<file path="src/rtl/prog_down_timer.sv">
// prog_down_timer: programmable down-counting timer, one-shot/periodic; optional prescaler via `PRESC_EN
module prog_down_timer #(
  parameter int N     = 16,
  parameter int PRESC = 4
) (
  input  logic         clk,
  input  logic         reset,
  input  logic         syn_clr,
  input  logic         load,
  input  logic [N-1:0] d,
  input  logic         start,
  input  logic         stop,
  input  logic         periodic,
  output logic [N-1:0] q,
  output logic         zero_tick,
  output logic         busy,
  output logic         done
);
  typedef enum logic [1:0] {IDLE, RUN, EXPIRED} state_t;
  state_t state_q, state_d;
  logic [N-1:0] q_q, q_d, rl_q, rl_d;
  logic mode_q, mode_d, zt_q, zt_d, busy_q, done_q;
  logic tick;
`ifdef PRESC_EN
  localparam int PW = $clog2(PRESC) + 1;
  logic [PW-1:0] pc_q, pc_d;
  assign tick = (state_q == RUN) && (pc_q == PW'(PRESC - 1));
  // prescaler advances only while counting undisturbed; any restart or tick clears it
  always_comb begin
    pc_d = (state_q == RUN && !tick && !syn_clr && !stop && !start) ? pc_q + 1'b1 : '0;
  end
  // prescaler register
  always_ff @(posedge clk or posedge reset) begin
    if (reset) pc_q <= '0;
    else       pc_q <= pc_d;
  end
`else
  assign tick = (state_q == RUN);
`endif
  // next-state: syn_clr > stop > start > count, load in parallel
  always_comb begin
    q_d     = q_q;
    state_d = state_q;
    mode_d  = mode_q;
    zt_d    = 1'b0;
    rl_d    = load ? d : rl_q;
    if (syn_clr) begin
      q_d     = '0;
      state_d = IDLE;
    end else if (stop && state_q == RUN) begin
      state_d = IDLE;
    end else if (start) begin
      mode_d  = periodic;
      q_d     = rl_q;
      state_d = (rl_q == '0) ? EXPIRED : RUN;
      zt_d    = (rl_q == '0);
    end else if (tick) begin
      if (q_q > N'(1)) begin
        q_d = q_q - 1'b1;
      end else if (mode_q) begin
        q_d  = rl_q;
        zt_d = 1'b1;
      end else begin
        q_d     = '0;
        state_d = EXPIRED;
        zt_d    = 1'b1;
      end
    end else if (load && state_q != RUN) begin
      q_d = d;
    end
  end
  // state and registered outputs
  always_ff @(posedge clk or posedge reset) begin
    if (reset) begin
      state_q <= IDLE;
      q_q     <= '0;
      rl_q    <= '0;
      mode_q  <= 1'b0;
      zt_q    <= 1'b0;
      busy_q  <= 1'b0;
      done_q  <= 1'b0;
    end else begin
      state_q <= state_d;
      q_q     <= q_d;
      rl_q    <= rl_d;
      mode_q  <= mode_d;
      zt_q    <= zt_d;
      busy_q  <= (state_d == RUN);
      done_q  <= (state_d == EXPIRED);
    end
  end
  assign q         = q_q;
  assign zero_tick = zt_q;
  assign busy      = busy_q;
  assign done      = done_q;
endmodule
</file>
<file path="config.mk">
export PLATFORM = sky130hd
export DESIGN_NAME = prog_down_timer
export DESIGN_NICKNAME = d
export VERILOG_FILES = /design/src/rtl/prog_down_timer.sv
export SDC_FILE = /design/constraint.sdc
export NUM_CORES = 1
export LEC_CHECK = 0
export CORE_ASPECT_RATIO = 1.5
export CORE_MARGIN = 3
export CORE_UTILIZATION = 48
export CTS_CLUSTER_SIZE = 30
export DETAILED_ROUTE_END_ITERATION = 7
export HOLD_SLACK_MARGIN = 0.12
export PLACE_DENSITY = 0.86
export SLEW_MARGIN = 15
export SYNTH_ARGS = -nofsm -noshare
export SYNTH_HDL_FRONTEND = slang
export SYNTH_SLANG_ARGS = --single-unit
</file>
<file path="constraint.sdc">
create_clock -name clk -period 1.8 [get_ports clk]
set_input_delay 0.18 -clock clk [delete_from_list [all_inputs] [get_ports clk]]
set_output_delay 0.18 -clock clk [all_outputs]
set_load 0.02 [all_outputs]
</file>
==> flow_metrics.env <==
export IMPL_grt_pass1_wl_um=12400
export IMPL_numCtsBuffers=5
export IMPL_via_per_inst=6.37
export IMPL_die_h_um=93.4
export IMPL_hp_class="primary input to asynchronous set/reset pin"
export IMPL_layout_commonest_cell="buf_4"
export IMPL_grt_max_degree=39
export IMPL_grt_pass1_vias=2426
export IMPL_worstMarginPinSlew_ps=574
export IMPL_critPathArrivalTime_ps=2010
export IMPL_end_kind="flip-flop"
export IMPL_hold_viol=0
export IMPL_crit_path_frequent_cell="buf_4"
export IMPL_seq_area_frac_synth_pct=38.9
export IMPL_synth_main_ff_cell="dfrtp_1"
export IMPL_coreArea_sq_um=4890
export IMPL_route_detailed_drc=0
export IMPL_min_period_ps=1780
export IMPL_antenna_found_initial=0
export IMPL_fmax_mhz=563
export IMPL_path_max_fanout=6
export IMPL_synth_cell_types=57
export IMPL_synth_seq_cells=38
export IMPL_finalCritPeriodShare_pct=98.6
export IMPL_rows=31
export IMPL_avgSynthCellArea_sq_um=9.48
export IMPL_cts_hold_buf=0
export IMPL_synth_edff_count=0
export IMPL_syn_to_final_growth_pct=42.4
export IMPL_syn_nets=283
export IMPL_final_cell_mix="buf_4 (49), clkdlybuf4s50_1 (41), dfrtp_1 (35)"
export IMPL_placed_area_sq_um=3270
export IMPL_vias=2619
export IMPL_clkLatencyLatePin_ps=290
export IMPL_timing_setup_tns_ps=0
export IMPL_cts_max_level=2
export IMPL_io_pin_count=42
export IMPL_diodes=0
export IMPL_max_cap_violations=0
export IMPL_path_buf_inv=3
export IMPL_dpl_hpwl_um=5780
export IMPL_worstSetupPathType="flip-flop to flip-flop"
export IMPL_first_pass_iters=5
export IMPL_worst_ep_required_time_ps=2030
export IMPL_clk_pin_slew_ps=80
export IMPL_slew_headroom_pct=61.7
export IMPL_die_area_sq_um=6000
export IMPL_floorplan_initialDensity_pct=50.0
export IMPL_drive_gt1_share_pct=31.6
export IMPL_clockBufferDepth=2
export IMPL_gp_congestion=0.944
export IMPL_nNetsFinal=369
export IMPL_grt_usage_pct=26.3
export IMPL_syn_inst=258
export IMPL_setup_viol=0
export IMPL_cts_tree="yes"
export IMPL_status="finished clean"
export IMPL_grt_overflow=0
export IMPL_routedWlPerCell_um=19.1
export IMPL_wl_um=7870
export IMPL_critPathLaunchType="flip-flop"
export IMPL_vdd_drop_max_mv=0.597
export IMPL_numPortBuffers=41
export IMPL_clkSinkCount=38
export IMPL_die_x_um=64.3
export IMPL_p_leak_nw=1.43
export IMPL_ys_async_sr_fraction_pct=100
export IMPL_p_per_area_nw_per_um2=817
export IMPL_cp_slowest_cell="dfrtp_1"
export IMPL_clockRootBuffer="clkbuf_8"
export IMPL_cpPeakStageDelay_ps=410
export IMPL_drt_initial_drc_count=204
export IMPL_design_area_sq_um=3480
export IMPL_path_delay_family="buffers and inverters"
export IMPL_drtAntennaViolNets=0
export IMPL_grt_setup_unrepaired="true"
export IMPL_path_cells="buf_4 -> nor3_4 -> nand4_1 -> buf_6 -> buf_4 -> o41ai_2 -> a22o_1"
export IMPL_report_final_slew_viol_count=0
export IMPL_synth_warnings=0
export IMPL_syn_area_sq_um=2440
export IMPL_skew_ps=7.31
export IMPL_nFillCells=382
## what timing repair did
action / CTS / global route
pin swaps: 0 / 4
gates resized for setup: 2 / 21
buffers inserted: 0 / 4
setup endpoints to repair: 7 / 18
cloned: 0 / 0
## path summary, 6_finish.rpt
| check | from | endpoint | slack [ps] | cells past startpoint |
|---|---|---|---|---|
| max | q[5] | q[14] | 20 | 7 |
| max in group asynchronous | reset | q[0] | 1130 | 3 |
| min in group clk | periodic | mode_q | 510 | 2 |
| max reg2reg | q[5] | q[14] | 20 | 7 |
| min | reset | q[12] | 300 | 3 |
| min reg2reg | rl_q[7] | rl_q[7] | 590 | 1 |
## where the power goes
part / total [mW] / internal (mW) / switching [mW]
registers: 1.06 / 0.940 / 0.119
clock network: 0.605 / 0.309 / 0.296
logic: 1.18 / 0.583 / 0.597
## layout make-up
class                   count  area [sq um]  area share (%)
multi-input cells         200          1490            42.9
repair buffers             94           841            24.1
clock buffers               7          86.3            2.48
well taps                  66          82.6            2.37
flip-flops and latches     38           955            27.4
clock inverters             1          5.00           0.144
inverters                   5          18.8           0.539
## registers in the layout (all words and copies together), names as in the netlist
name and cells:
rl_q 16, done 1, q 16, state_q 2, busy 1, mode_q 1
zero_tick 1
## cell families after synthesis
| kind of cell | synth area share, % |
|---|---|
| AOI/OAI and AO/OA | 24.9 |
| xor gates and xnor gates | 2.15 |
| adders and majority gates | 1.02 |
| buffers and inverters | 3.53 |
| DFF | 38.9 |
| muxes | 8.29 |
| and+or+nand+nor | 21.2 |
## worst min-delay path, stage by stage
cell	delay (ps)
clkdlybuf4s50_1	390
inv_1	50
buf_4	420
## through the flow
stage                     setup WS (ps)  std cells  hold WS (ps)  total power, mW  util [%]
after floorplan                    2.28        258           330             1.64         -
after global placement             -115        399           565             2.12      66.9
after detailed placement          -77.0        399           571             2.13      66.9
after CTS                         -6.82        407           324             2.74      68.8
after global routing              -62.9        411           368             2.99      71.2
final                              24.4        411           305             2.84      71.2
## routing by layer
| layer | global-route usage [%] | up-vias | share of wire, % |
|---|---|---|---|
| met1 | 34.8 | 1251 | 38 |
| met3 | 4.09 | 30 | 8.1 |
| met2 | 42.8 | 164 | 50 |
| li1 | - | 1174 | - |
| met4 | 10.4 | 0 | 3.9 |
| met5 | 0 | - | 0 |
## synth_stat cells (2+ instances only)
cell / instances / share of area, %
a22o_1: 3 / 1.1
dfrtp_1: 38 / 39
or2_2: 2 / 0.51
a31oi_1: 4 / 1.0
o21ai_0: 10 / 2.0
buf_2: 6 / 1.2
a211o_1: 2 / 0.72
a2bb2oi_1: 8 / 2.9
a211oi_1: 2 / 0.61
ha_1: 2 / 1.0
nor4_1: 5 / 1.3
mux2_2: 18 / 8.3
nand4_1: 10 / 2.6
a21boi_1: 3 / 0.92
nor3_2: 3 / 1.2
or3_1: 4 / 1.0
o311ai_1: 3 / 1.1
o22ai_1: 2 / 0.51
a22oi_1: 13 / 4.0
nor2_2: 2 / 0.51
nor4_2: 2 / 1.0
a221o_1: 2 / 0.82
a41o_1: 2 / 0.82
o21ai_1: 5 / 1.0
nor2_1: 16 / 2.5
o2111ai_1: 6 / 2.1
nand2_1: 21 / 3.2
xnor2_1: 3 / 1.1
nand3_1: 5 / 1.0
xor2_1: 3 / 1.1
nand2b_1: 4 / 1.0
inv_1: 4 / 0.61
nor3_1: 6 / 1.2
a21oi_1: 10 / 2.0
clkbuf_1: 7 / 1.1
(Power assumes the default switching activity.)
